**config.mk**
```make
export PLATFORM = sky130hd
export DESIGN_NAME = ex_mem_stage
export DESIGN_NICKNAME = d
export VERILOG_FILES = /design/src/rtl/ex_pkg.sv /design/src/rtl/pipe_skid_buf.sv /design/src/rtl/ex_mem_stage.sv
export SDC_FILE = /design/constraint.sdc
export NUM_CORES = 1
export LEC_CHECK = 0
export ABC_AREA = 1
export BUFFER_PORTS_ARGS = -buffer_cell sky130_fd_sc_hd__buf_2
export CAP_MARGIN = 5
export CORE_ASPECT_RATIO = 2
export CORE_MARGIN = 4
export CORE_UTILIZATION = 36
export CTS_CLUSTER_DIAMETER = 60
export CTS_CLUSTER_SIZE = 40
export DETAILED_ROUTE_END_ITERATION = 7
export HOLD_SLACK_MARGIN = 0.06
export SLEW_MARGIN = 20
export SYNTH_ARGS = -nofsm -noshare
export SYNTH_HDL_FRONTEND = slang
export SYNTH_HIERARCHICAL = 1
export SYNTH_SLANG_ARGS = --single-unit
```
**constraint.sdc**
```tcl
create_clock -name clk -period 2.2 [get_ports clk]
set_clock_uncertainty 0.15 [all_clocks]
set_input_delay 0.22 -clock clk [delete_from_list [all_inputs] [get_ports clk]]
set_output_delay 0.22 -clock clk [all_outputs]
set_load 0.01 [all_outputs]
```
**src/rtl/ex_pkg.sv**
```systemverilog
`default_nettype none
// ============================================================================
//  Module   : ex_pkg
//  Purpose  : Shared types for the execute->memory boundary: branch type
//             encoding, elastic-buffer occupancy state and the payload
//             carried toward the data-memory stage.
//  Ports    : none (package)
//  Revision : 1.0 - initial release
// ============================================================================
package ex_pkg;

  localparam int EX_XLEN    = 32;
  localparam int EX_RADDR_W = 5;

  typedef enum logic [2:0] {
    BR_NONE = 3'd0,
    BR_EQ   = 3'd1,
    BR_NE   = 3'd2,
    BR_LT   = 3'd3,
    BR_GE   = 3'd4,
    BR_JAL  = 3'd5,
    BR_JALR = 3'd6
  } branch_t;

  typedef enum logic [1:0] {
    EMPTY = 2'd0,
    ONE   = 2'd1,
    FULL  = 2'd2
  } ex_state_t;

  typedef struct packed {
    logic [EX_XLEN-1:0]    result;
    logic [EX_XLEN-1:0]    store_data;
    logic [EX_RADDR_W-1:0] rd;
    logic                  reg_write;
    logic                  mem_read;
    logic                  mem_write;
  } ex_mem_t;

  // Conditional branches compare flags; jumps are unconditional.
  function automatic logic is_cond_branch(input branch_t b);
    return (b == BR_EQ) || (b == BR_NE) || (b == BR_LT) || (b == BR_GE);
  endfunction

endpackage
`default_nettype wire

```
**src/rtl/pipe_skid_buf.sv**
```systemverilog
`default_nettype none
// ============================================================================
//  Module   : pipe_skid_buf
//  Purpose  : Two-entry elastic buffer (main + skid) with valid/ready on both
//             sides. Output payload always comes from the main register so
//             it stays stable while the consumer stalls.
//  Ports    : clk, rst_n (sync, active low), i_flush (drop everything),
//             i_valid/o_ready/i_data upstream, o_valid/i_ready/o_data
//             downstream.
//  Revision : 1.0 - initial release
// ============================================================================
module pipe_skid_buf
  import ex_pkg::*;
#(
  parameter type T = logic
) (
  input  logic clk,
  input  logic rst_n,
  input  logic i_flush,
  input  logic i_valid,
  output logic o_ready,
  input  T     i_data,
  output logic o_valid,
  input  logic i_ready,
  output T     o_data
);

  ex_state_t state_q, state_d;
  T          main_q, main_d;
  T          skid_q, skid_d;
  logic      accept, pop;

  assign o_ready = (state_q != FULL);
  assign o_valid = (state_q != EMPTY);
  assign o_data  = main_q;
  assign accept  = i_valid & o_ready & ~i_flush;
  assign pop     = o_valid & i_ready;

  always_comb begin
    state_d = state_q;
    main_d  = main_q;
    skid_d  = skid_q;
    case (state_q)
      EMPTY: begin
        if (accept) begin
          main_d  = i_data;
          state_d = ONE;
        end
      end
      ONE: begin
        if (accept && pop) begin
          main_d = i_data;
        end else if (accept) begin
          skid_d  = i_data;
          state_d = FULL;
        end else if (pop) begin
          state_d = EMPTY;
        end
      end
      FULL: begin
        // Full never accepts, even on a pop; the skid entry moves up.
        if (pop) begin
          main_d  = skid_q;
          state_d = ONE;
        end
      end
      default: state_d = EMPTY;
    endcase
    if (i_flush) begin
      state_d = EMPTY;
    end
  end

  always_ff @(posedge clk) begin
    if (!rst_n) begin
      state_q <= EMPTY;
      main_q  <= '0;
      skid_q  <= '0;
    end else begin
      state_q <= state_d;
      main_q  <= main_d;
      skid_q  <= skid_d;
    end
  end

endmodule
`default_nettype wire

```
**src/rtl/ex_mem_stage.sv**
```systemverilog
`default_nettype none
// ============================================================================
//  Module   : ex_mem_stage
//  Purpose  : Execute->memory boundary. Resolves branches/jumps on the entry
//             being accepted, stores link value or ALU result into a 2-entry
//             elastic buffer, and pulses a PC redirect the cycle after a
//             taken branch/jump is accepted (fetch predicts not-taken).
//  Ports    : clk, rst_n (sync, active low)
//             i_valid/o_ready, ALU result+flags, pc, imm, store data,
//             branch type, rd, reg_write/mem_read/mem_write, i_flush
//             o_valid/i_ready + head payload toward memory stage
//             o_redirect_valid/o_redirect_pc toward fetch
//  Revision : 1.0 - initial release
// ============================================================================
module ex_mem_stage
  import ex_pkg::*;
#(
  parameter int REG_WIDTH = EX_XLEN,
  parameter int RADDR_W   = EX_RADDR_W
) (
  input  logic                 clk,
  input  logic                 rst_n,
  input  logic                 i_valid,
  output logic                 o_ready,
  input  logic [REG_WIDTH-1:0] i_result,
  input  logic                 i_zero,
  input  logic                 i_less_than,
  input  logic [REG_WIDTH-1:0] i_pc,
  input  logic [REG_WIDTH-1:0] i_imm,
  input  logic [REG_WIDTH-1:0] i_store_data,
  input  logic [2:0]           i_branch,
  input  logic [RADDR_W-1:0]   i_rd,
  input  logic                 i_reg_write,
  input  logic                 i_mem_read,
  input  logic                 i_mem_write,
  input  logic                 i_flush,
  output logic                 o_valid,
  input  logic                 i_ready,
  output logic [REG_WIDTH-1:0] o_result,
  output logic [REG_WIDTH-1:0] o_store_data,
  output logic [RADDR_W-1:0]   o_rd,
  output logic                 o_reg_write,
  output logic                 o_mem_read,
  output logic                 o_mem_write,
  output logic                 o_redirect_valid,
  output logic [REG_WIDTH-1:0] o_redirect_pc
);

  branch_t              br;
  logic                 taken;
  logic                 accept;
  logic [REG_WIDTH-1:0] target;
  ex_mem_t              entry;
  ex_mem_t              head;

  logic                 redirect_valid_q, redirect_valid_d;
  logic [REG_WIDTH-1:0] redirect_pc_q, redirect_pc_d;

  always_comb begin
    br               = branch_t'(i_branch);
    taken            = 1'b0;
    target           = i_pc + i_imm;  // wraps mod 2^REG_WIDTH
    entry.result     = i_result;
    entry.store_data = i_store_data;
    entry.rd         = i_rd;
    entry.reg_write  = i_reg_write;
    entry.mem_read   = i_mem_read;
    entry.mem_write  = i_mem_write;
    case (br)
      BR_EQ:   taken = i_zero;
      BR_NE:   taken = ~i_zero;
      BR_LT:   taken = i_less_than;
      BR_GE:   taken = ~i_less_than;
      BR_JAL, BR_JALR: begin
        // ALU already produced the jump address; clear bit 0 and keep the
        // link value as the writeback result.
        taken        = 1'b1;
        target       = {i_result[REG_WIDTH-1:1], 1'b0};
        entry.result = i_pc + REG_WIDTH'(4);
      end
      default: taken = 1'b0;
    endcase
    if (is_cond_branch(br)) begin
      entry.reg_write = 1'b0;
      entry.mem_read  = 1'b0;
      entry.mem_write = 1'b0;
    end
  end

  assign accept = i_valid & o_ready & ~i_flush;

  // Redirect is independent of downstream backpressure; a pulse already on
  // the output is not cancelled by a flush.
  always_comb begin
    redirect_valid_d = accept & taken;
    redirect_pc_d    = redirect_pc_q;
    if (accept && taken) begin
      redirect_pc_d = target;
    end
  end

  always_ff @(posedge clk) begin
    if (!rst_n) begin
      redirect_valid_q <= 1'b0;
      redirect_pc_q    <= '0;
    end else begin
      redirect_valid_q <= redirect_valid_d;
      redirect_pc_q    <= redirect_pc_d;
    end
  end

  pipe_skid_buf #(
    .T (ex_mem_t)
  ) u_buf (
    .clk     (clk),
    .rst_n   (rst_n),
    .i_flush (i_flush),
    .i_valid (i_valid),
    .o_ready (o_ready),
    .i_data  (entry),
    .o_valid (o_valid),
    .i_ready (i_ready),
    .o_data  (head)
  );

  assign o_result         = head.result;
  assign o_store_data     = head.store_data;
  assign o_rd             = head.rd;
  assign o_reg_write      = head.reg_write;
  assign o_mem_read       = head.mem_read;
  assign o_mem_write      = head.mem_write;
  assign o_redirect_valid = redirect_valid_q;
  assign o_redirect_pc    = redirect_pc_q;

endmodule
`default_nettype wire
```
# Yosys cells after proc, flatten, opt, wreduce, memory -nomap -nowiden
# Index checks and enable logic that the tools add are counted.
# W data, S select, Z words.
# classes
bitwise_logic	9
eq_ne	14
shifts	0
mux	14
mul	0
addsub	2
order_cmp	0
div	0
reduce_logical	13
# op_table
cell	count
$mux W72	3
$pmux W72 S3	1
$mux W32	2
$add A32 B3 Y32 const B	1
$add A32 B32 Y32	1
$mux W2	5
$eq A3 B3 Y1 const B	3
$reduce_and A4 Y1	2
$eq A3 B2 Y1 const B	2
$ne A2 B2 Y1 const B	3
$pmux W2 S3	1
$not A1 Y1	5
$pmux W1 S5	1
$and A1 B1 Y1	4
$ne A2 B1 Y1 const B	2
$reduce_or A2 Y1	2
$eq A3 B1 Y1 const B	1
$logic_or A1 B1 Y1	3
$mux W3	1
$ne A3 B2 Y1 const B	1
$reduce_and A3 Y1	1
$reduce_bool A3 Y1	1
$eq A2 B1 Y1 const B	1
$eq A2 B2 Y1 const B	1
other kinds (3)	4
# word_totals
latchBits	0
memories	0
inputBits	146
out_inout_bits	107
romBits	0
regBits	179
mem_bits_rw	0

# Longest topological paths before layout
# Gate-level depths: netlist of the first run.
# depth
word_depth	7
depth_mapped	13
ltp_nobuf	13

# Modules after synthesis
# The synthesis of the first run kept the hierarchy.
# by_module_without_submodules
mod	seq_area_each_um2	n_inst	cells_per_inst	area_each_um2
pipe_skid_buf	2922.8	1	965	6588.8
ex_mem_stage	660.6	1	938	5043.6

# Worst setup path before layout of the first run
# OpenSTA, ideal clock, no wires.
# synth_timing
path_kind	input port to flip-flop
start	input port i_pc[0]
end	register redirect_pc_q[16], in the netlist o_redirect_pc[16]
cell_stages	11
n_path_buf	0
path_slack_ns	0.281
arrival_ns	1.647
required_ns	1.928
path_cell_list	ha_1 > fa_1 > nand3_1 > nand3_1 > nand2_1 > nand2_1 > nand2_1 > nand2_1 > xor2_1 > o21ai_0 > a21oi_1
# synth_between
elab_chain_len	2
# synth_rtl
element	line	rtl
from (decl)	ex_mem_stage.sv:28	input logic [REG_WIDTH-1:0] i_pc,
$add A32 B32 Y32	ex_mem_stage.sv:62	target = i_pc + i_imm;
$mux W32	ex_mem_stage.sv:69	case (br)
to (signal assigned)	ex_mem_stage.sv:108	redirect_pc_q <= redirect_pc_d;
to (decl)	ex_mem_stage.sv:57	logic [REG_WIDTH-1:0] redirect_pc_q, redirect_pc_d;
# Every way passes these cells.
# A chain may end at the register's enable or synchronous reset.

# Worst setup path after layout of the first run
# layout_timing
start	input port rst_n
end	register u_buf.state_q[1]
# layout_between
elab_chain_len	2
# layout_rtl
element	line	rtl
from (decl)	ex_mem_stage.sv:22	input logic rst_n,
$not A1 Y1 (no source line)	-	
$reduce_or A2 Y1 (no source line)	-	
to (signal assigned)	pipe_skid_buf.sv:80	state_q <= state_d;
to (decl)	pipe_skid_buf.sv:28	ex_state_t state_q, state_d;
# Every way passes these cells.

==> summary.md, run 1 <==
| Metric | Value |
|---|---|
| NetSw | `2.771 mW` |
| Synthesized instance count | `1,903` |
| Count of final setup violators | `0` |
| CTS tree | `done` |
| Final Max Slew Viols | `0` |
| Clk_lat worst skew | `0.44 ns` |
| Top cell type's share of synthesized area | `0.3081` |
| Area contributors post-synth | `dfxtp_1 (31%), nand2_1 (16%), inv_1 (9.6%), a21oi_1 (8.7%), o21ai_0 (7.6%)` |
| Die Span X | `135.1 um` |
| NumNets Final | `2,436` |
| Setup TNS | `0 ns` |
| Root Buffer | `clkbuf_16` |
| Sequential Power Share | `0.386` |
| Seq/Total Area, Yosys | `0.3081` |
| RSZ-0062 raised after global routing | `false` |
| CTS H-tree depth | `4` |
| Cts bufs inserted | `17` |
| Most frequent cells in the layout | `nand2_1 (493), inv_1 (296), buf_2 (251)` |
| Area leader, netlist | `dfxtp_1` |
| Residual DRC count | `0` |
| Pin count of the biggest net entering global routing | `146` |
| Sequential cell area | `0.003583 mm^2` |
| Tot GR Track Use | `0.2319` |
| Top delay family on crit path | `buffers and inverters` |
| Synth Net Count | `2,082` |
| Flops & latches, synth | `179` |
| Avg Cell Area, Syn | `6.113 um^2` |
| GPL Wtd Cong | `0.9466` |
| Final hold violation count | `0` |
| Final Critical Period | `2.027 ns` |
| Area delta synth->final | `31.27%` |
| Initial Utilization | `0.3661` |
| Fillers | `3,336` |
| Global route overflow | `0` |
| Setup WS pre-CTS | `-0.1622 ns` |
| Max-Cap Viols | `0` |
| Mapped Area | `0.01163 mm^2` |
| Critical path, cell by cell | `dlygate4sd3_1 -> buf_4 -> buf_4 -> nand2_1 -> a21oi_1 -> dlygate4sd3_1` |
| Worst Path Max Fanout | `32` |
| Routed Wire Length | `41,870 um` |
| Worst Setup Slack, final | `0.1732 ns` |
| Share of layout cells above drive strength 1 | `0.1996` |
| Routing usage on met2 | `0.4435` |
| Vias per std cell | `4.832` |
| Worst Hold Class | `primary input to flop` |
| Status | `complete, no violations` |
| CP Capture Type | `flop` |
| Comb pwr share | `0.251` |
| GR peak layer | `met2` |
| Max stage delay on crit path | `0.55 ns` |
| Commonest non-fill, non-tap cell in the layout | `nand2_1` |
| Clock transition at the registers of the reported paths | `0.07 ns` |
| Antenna violations before repair | `2` |
| CP max-delay cell | `dlygate4sd3_1` |
| Drt wl/cell | `15.54 um` |
| Clk sinks | `179` |
| Cell-internal power | `6.200 mW` |
| Yosys warnings | `6` |
| Arr. time, crit path | `2.25 ns` |
| DR iter-0 viols | `701` |
| DR vias | `13,021` |
| Non-Filler Instances | `2,695` |
| Top Ports | `253` |
| First-pass GRT wire length | `65,230 um` |
| Vias in the first global route | `12,784` |
| CORE AREA | `0.03177 mm^2` |
| Slew HR | `0.6348` |
| Req. time, crit path | `2.43 ns` |
| Cell row count | `92` |
| Setup crit start kind | `primary input` |
| GR Util met1 | `0.2319` |
| Tot Pwr | `8.971 mW` |
| Multi-input gate area | `0.006437 mm^2` |
| Die H | `262.2 um` |
| Fin crit share | `0.9213` |
| Worst-margin pin slew | `0.5478 ns` |
| Max Clock Freq | `493.4 MHz` |
| Placed wire-length estimate | `32,460 um` |
| Die area | `0.03543 mm^2` |
| DRT Pass-1 Iters | `5` |
| Placed Cells | `2,591` |
| Lkg Pwr | `7.842 nW` |
| GRT met3 Usage | `0.02722` |
| Worst VDD drop | `550.1 uV` |
| Pwr dens | `587.5 mW/mm^2` |
| Worst path bufs/invs | `4` |
| CTS max path bufs | `2` |
| Crit path kind | `primary input to flop` |
| Clock group share of total power | `0.363` |
| Sw Ratio | `0.3089` |
| Post-CTS setup buffer count | `0` |
| ANT nets after route | `0` |
| Synth unique cells | `40` |
| Port bufs | `252` |
## kinds of logic (layout without fill, tap and decap cells)
family                     Yosys count  after routing  synth area share
DFF                                179            179            0.3081
adders and majority gates           33             33           0.03614
buffers and inverters              403            769            0.1405
other                                0              3                 0
AOI/OAI and AO/OA                  424            424            0.1921
xor gates and xnor gates            35             35           0.02635
and+or+nand+nor                    829            829            0.2969
## flip-flops by register name, indices dropped and copies added (netlist names)
name,flops
u_buf/state_q,2
u_buf/skid_q,72
o_redirect_valid,1
o_redirect_pc,32
u_buf/o_data,72
## what timing repair did
item,4_1_cts,5_1_grt
hold buffers,70,0
setup endpoints to repair,0,1
resized for setup,0,1
endpoints found under the hold margin,113,0
## per-stage QoR
| step | cell area, um^2 | hold WS, ns | utilization |
|---|---|---|---|
| floorplan | 11630 | 0.2083 | - |
| global placement | 13940 | 0.2812 | 0.4388 |
| detailed placement | 13940 | 0.2864 | 0.4388 |
| CTS | 15260 | 0.06422 | 0.4803 |
| global route | 15270 | 0.08568 | 0.4805 |
| finish | 15270 | 0.08274 | 0.4806 |
## area by class of cell
class / count / share of cell area
clock buffer: 20 / 0.03056
sequential: 179 / 0.2347
antenna: 3 / 0.0004916
inverter: 305 / 0.07498
multi-input combinational: 1321 / 0.4216
tap: 423 / 0.03466
clock inverter: 11 / 0.009751
timing repair buffer: 433 / 0.1933
## power by group through the flow
stage	logic (mW)	registers, mW	clock network, mW
after global routing	2.51	3.48	3.46
after CTS	2.26	3.47	3.34
after global placement	2.13	3.54	0
after detailed placement	2.14	3.54	0
final	2.25	3.47	3.26
after floorplan	1.17	3.60	0
## layer usage
layer | share of wire | wire length, um | vias up
met5 | 0 | 0 | -
met4 | 0.064 | 2694 | 0
met3 | 0.031 | 1304 | 114
li1 | - | - | 6727
met1 | 0.36 | 15230 | 5850
met2 | 0.54 | 22640 | 330
## path summary, 6_finish.rpt
check,endpoint,cells after the start,startpoint,slack [ns]
worst max-delay path,u_buf/state_q[1]$_SDFFE_PP0P_,6,rst_n,0.17
worst min-delay path,u_buf/skid_q[0]$_SDFFE_PN0P_,5,i_mem_write,0.08
worst max register to register,o_redirect_pc[28]$_SDFFE_PN0P_,8,u_buf/state_q[1]$_SDFFE_PP0P_,0.17
worst min register to register,u_buf/skid_q[36]$_SDFFE_PN0P_,2,u_buf/skid_q[36]$_SDFFE_PN0P_,0.29
## worst register-to-register path, stage by stage, from the launching register on
cell,delay [ns]
dfxtp_1,0.36
nand2_4,0.11
nand2_1,0.05
nor2_1,0.31
nand2_2,0.23
buf_4,0.27
a21oi_1,0.28
nand2_1,0.10
a21oi_1,0.12
## Yosys cell counts
master and instances:
nand2_1 494, inv_1 296, a21oi_1 202, dfxtp_1 179, o21ai_0 177, nor2_1 149
nand3_1 130, buf_2 40, clkbuf_1 38, ha_1 32, xor2_1 27, a21oi_2 21
nand4_1 12, nor3_1 9, inv_2 8, nor2_2 8, o21ai_1 8, xnor2_1 8
buf_1 7, buf_4 7, nor3_2 7, a31oi_1 6, buf_6 6, nand2_2 6
nor4_1 4, o21bai_1 4, and2_1 2, nand3_2 2, nor2_4 2, o21ai_2 2
a21o_1 1, and3_1 1, clkinv_1 1, fa_1 1, nor4_2 1, o211ai_1 1
o22ai_1 1, o31ai_1 1, or2_0 1, or2_2 1
Power figures use the tool's default switching activity.
==> run 2: changes to the inputs <==
- RECOVER_POWER: default -> 100
==> summary.md, run 2 (synthesis results as in run 1) <==
| Metric | Value |
|---|---|
| Status | `complete, no violations` |
| DR vias | `13,011` |
| Die H | `262.2 um` |
| Root Buffer | `clkbuf_16` |
| Vias per std cell | `4.830` |
| Area delta synth->final | `28.97%` |
| Post-CTS setup buffer count | `0` |
| Global route overflow | `0` |
| Worst VDD drop | `549.5 uV` |
| Top Ports | `253` |
| CTS tree | `done` |
| Worst reg-to-reg path cell count | `9` |
| Antenna violations before repair | `2` |
| Lkg Pwr | `7.362 nW` |
| Tot Pwr | `8.922 mW` |
| Tot GR Track Use | `0.2319` |
| Pin count of the biggest net entering global routing | `146` |
| Clock transition at the registers of the reported paths | `0.07 ns` |
| CTS max path bufs | `2` |
| Share of layout cells above drive strength 1 | `0.1459` |
| Final Critical Period | `2.049 ns` |
| Residual DRC count | `0` |
| Clk sinks | `179` |
| CTS H-tree depth | `4` |
| Req. time, crit path | `2.38 ns` |
| Dpl cell area | `0.01394 mm^2` |
| NumNets Final | `2,436` |
| Fin crit share | `0.9316` |
| DR iter-0 viols | `684` |
| DRT Pass-1 Iters | `5` |
| Initial Utilization | `0.3661` |
| Final Max Slew Viols | `0` |
| Port bufs | `252` |
| Cell row count | `92` |
| Slew HR | `0.4927` |
| Worst Hold Class | `primary input to flop` |
| ANT nets after route | `0` |
| Hold Path Cell Cnt | `5` |
| Placed wire-length estimate | `32,460 um` |
| Final hold violation count | `0` |
| Sequential cell area | `0.003583 mm^2` |
| Commonest non-fill, non-tap cell in the layout | `nand2_1` |
| RSZ-0062 raised after global routing | `false` |
| Worst Path Max Fanout | `3` |
| Count of final setup violators | `0` |
| Die area | `0.03543 mm^2` |
| Arr. time, crit path | `2.23 ns` |
| Worst-margin pin slew | `0.7609 ns` |
| Design Area, Final | `0.01500 mm^2` |
| Routed Wire Length | `42,040 um` |
| Fillers | `3,409` |
| Non-Filler Instances | `2,694` |
| Most frequent cells in the layout | `nand2_1 (494), inv_1 (296), a21oi_1 (204)` |
| Vias in the first global route | `12,784` |
| GPL Wtd Cong | `0.9466` |
| CP Capture Type | `flop` |
| Setup WS pre-CTS | `-0.1622 ns` |
| Die Span X | `135.1 um` |
| Drt wl/cell | `15.61 um` |
| Max Clock Freq | `487.9 MHz` |
| Pwr dens | `594.7 mW/mm^2` |
| Multi-input gate area | `0.006394 mm^2` |
| Cts bufs inserted | `17` |
| Clk_lat worst skew | `0.44 ns` |
| Max-Cap Viols | `0` |
| Worst Setup Slack, final | `0.1506 ns` |
| Setup crit start kind | `primary input` |
| Final hold slack | `0.08213 ns` |
| Crit path kind | `primary input to flop` |
| First-pass GRT wire length | `65,230 um` |
| CORE AREA | `0.03177 mm^2` |
| Placed Cells | `2,591` |
[run 2: area by class of cell]
cell class                      count  share of cell area
Tap cell                          423             0.03528
Multi-Input combinational cell   1321              0.4262
Clock buffer                       20             0.03111
Antenna cell                        2           0.0003336
Clock inverter                     11            0.009925
Inverter                          305             0.07631
Sequential cell                   179              0.2389
Timing Repair Buffer              433              0.1820
[run 2: critical path, cell delays in order]
cell and delay [ns]:
buf_2 0.10, clkbuf_2 0.17, inv_1 0.10, nor4_1 0.37, nand2_1 0.12, nor2_1 0.11
clkbuf_1 0.24, nand2_1 0.14, xnor2_1 0.14, nand2_1 0.05, o21ai_0 0.10, nand2_1 0.08
o21ai_0 0.08, a21oi_1 0.13, nor2_1 0.06
[run 2: repair_timing]
item | CTS | global route
hold endpoints to repair | 113 | 0
hold buffers | 70 | 0
resized for setup | 0 | 1
endpoints found under the setup margin | 0 | 1
[run 2: final timing paths]
check | startpoint | end | slack, ns
setup / recovery | i_pc[7] | u_buf/o_data[68]$_SDFFE_PN0P_ | 0.15
setup reg to reg | u_buf/state_q[0]$_SDFFE_PP0P_ | o_redirect_pc[28]$_SDFFE_PN0P_ | 0.21
hold / removal | i_mem_write | u_buf/skid_q[0]$_SDFFE_PN0P_ | 0.08
hold reg to reg | u_buf/skid_q[36]$_SDFFE_PN0P_ | u_buf/skid_q[36]$_SDFFE_PN0P_ | 0.29
[run 2: through the flow]
stage | TNS, ns | utilization
6_report | 0 | 0.4722
5_1_grt | 0 | 0.4722
4_1_cts | 0 | 0.4803
3_5_place_dp | -1.926 | 0.4388
3_3_place_gp | -1.692 | 0.4388
2_1_floorplan | 0 | -
[run 2: routing by layer]
layer  vias to the layer above  GRT usage  routed length (um)
met5                         -          0                   0
met4                         0     0.1396                2553
met3                       108    0.02722                1480
met2                       332     0.4435               22880
met1                      5845     0.2319               15130
li1                       6726          -                   -
[run 2: where the power goes]
group / internal, mW / leakage, nW / switching [mW]
registers: 3.39 / 1.46 / 0.0803
logic: 0.882 / 5.61 / 1.31
clock network: 1.88 / 0.295 / 1.37
==> run 3: changes to the inputs <==
- REMOVE_ABC_BUFFERS: default -> 1
==> summary.md, run 3 (synthesis results as in run 1) <==
| Metric | Value |
|---|---|
| Status | `complete, no violations` |
| CP max-delay cell | `dlygate4sd3_1` |
| Initial Utilization | `0.3661` |
| Top delay family on crit path | `buffers and inverters` |
| Crit path kind | `flop to flop` |
| Fin crit share | `0.9530` |
| NumNets Final | `2,401` |
| Clk sinks | `179` |
| Antenna violations before repair | `0` |
| Die Span X | `135.1 um` |
| Arr. time, crit path | `2.33 ns` |
| DRT Pass-1 Iters | `5` |
| Worst Hold Class | `primary input to flop` |
| Die area | `0.03543 mm^2` |
| Final Critical Period | `2.097 ns` |
| Top Ports | `253` |
| Commonest non-fill, non-tap cell in the layout | `nand2_1` |
| Worst Setup Slack, final | `0.1035 ns` |
| Lkg Pwr | `7.201 nW` |
| Most frequent cells in the layout | `nand2_1 (496), inv_1 (296), a21oi_1 (204)` |
| Worst Path Max Fanout | `17` |
| Cts bufs inserted | `17` |
| Setup crit start kind | `flop` |
| Global route overflow | `0` |
| Area delta synth->final | `26.83%` |
| Clock transition at the registers of the reported paths | `0.07 ns` |
| Root Buffer | `clkbuf_16` |
| Post-CTS Resized | `0` |
| CTS tree | `done` |
| Final hold violation count | `0` |
| Tot GR Track Use | `0.2247` |
| Max-Cap Viols | `0` |
| CP Capture Type | `flop` |
| Residual DRC count | `0` |
| Cell row count | `92` |
| Worst-margin pin slew | `0.6495 ns` |
| DR vias | `12,917` |
| Ant diodes | `0` |
| Max Clock Freq | `477.0 MHz` |
| Port bufs | `252` |
| Share of layout cells above drive strength 1 | `0.1289` |
| GPL Wtd Cong | `0.9456` |
| Die H | `262.2 um` |
| Pin count of the biggest net entering global routing | `83` |
| CORE AREA | `0.03177 mm^2` |
| Drt wl/cell | `15.43 um` |
| Placed wire-length estimate | `31,390 um` |
| Final Max Slew Viols | `0` |
| Critical path, cell by cell | `nand2_4 -> nand2_1 -> nor2_1 -> nand2_2 -> inv_2 -> o21ai_0 -> a31oi_1 -> dlygate4sd3_1` |
| CTS H-tree depth | `4` |
| Slew HR | `0.5670` |
| Post-CTS setup buffer count | `0` |
| Count of final setup violators | `0` |
| First-pass GRT wire length | `63,460 um` |
| Vias per std cell | `4.860` |
| DR iter-0 viols | `695` |
| Setup WS pre-CTS | `-0.1055 ns` |
| RSZ-0062 raised after global routing | `false` |
| Clk_lat worst skew | `0.43 ns` |
| Worst VDD drop | `576.9 uV` |
| Tot Pwr | `8.756 mW` |
| Max stage delay on crit path | `0.56 ns` |
| Pwr dens | `593.5 mW/mm^2` |
| CTS max path bufs | `2` |
| Vias in the first global route | `12,409` |
| ANT nets after route | `0` |
| Routed Wire Length | `41,000 um` |
| Req. time, crit path | `2.44 ns` |
| Worst path bufs/invs | `2` |
## run 3: final timing paths
| path | start | to | slack [ns] | depth (start not counted) |
|---|---|---|---|---|
| max | u_buf/state_q[1]$_SDFFE_PP0P_ | o_redirect_pc[1]$_SDFFE_PN0P_ | 0.10 | 8 |
| min | i_mem_write | u_buf/skid_q[0]$_SDFFE_PN0P_ | 0.09 | 5 |
| max reg2reg | u_buf/state_q[1]$_SDFFE_PP0P_ | o_redirect_pc[1]$_SDFFE_PN0P_ | 0.10 | 8 |
| min reg2reg | u_buf/skid_q[50]$_SDFFE_PN0P_ | u_buf/skid_q[50]$_SDFFE_PN0P_ | 0.29 | 2 |
## run 3: what timing repair did
action | in CTS | in global routing
endpoints found under the setup margin | 0 | 0
hold endpoints to repair | 106 | 0
hold buffers | 72 | 0
## run 3: stage by stage
stage	setup TNS, ns	area (um^2)	hold slack [ns]	std cells	util
after global routing	0	14750	0.1136	2658	0.4644
after detailed placement	-0.5695	13660	0.2873	2554	0.4301
after global placement	-0.4219	13660	0.2818	2554	0.4301
after floorplan	-276.44	11140	0.1907	1805	-
after CTS	0	15000	0.06601	2658	0.4720
final	0	14750	0.08942	2658	0.4644
## run 3: cell type report
type / instances / area [um^2]
fill: 3431 / 17020
multi-input combinational: 1321 / 6391
sequential: 179 / 3583
timing repair buffer: 398 / 2492
inverter: 305 / 1145
tap: 423 / 529.3
clock buffer: 26 / 519.2
clock inverter: 6 / 92.59
## run 3: power by group
| part | switching (mW) | total, mW | internal, mW | leakage, nW |
|---|---|---|---|---|
| Clock | 1.32 | 3.19 | 1.86 | 0.293 |
| Combinational | 1.28 | 2.09 | 0.812 | 5.45 |
| Sequential | 0.0829 | 3.47 | 3.39 | 1.46 |
| Total | 2.69 | 8.76 | 6.07 | 7.20 |
## run 3: layer usage
metal,wire [um],global-route usage,up-vias
met5,0,0,-
met2,22160,0.4323,385
met1,14450,0.2176,5761
met4,2797,0.1454,0
li1,-,-,6655
met3,1598,0.02703,116
## run 3: tightest hold or removal path, stage by stage
cell and delay (ns):
buf_2 0.09, inv_1 0.04, nor2_1 0.06, o21ai_0 0.17, a21oi_1 0.04
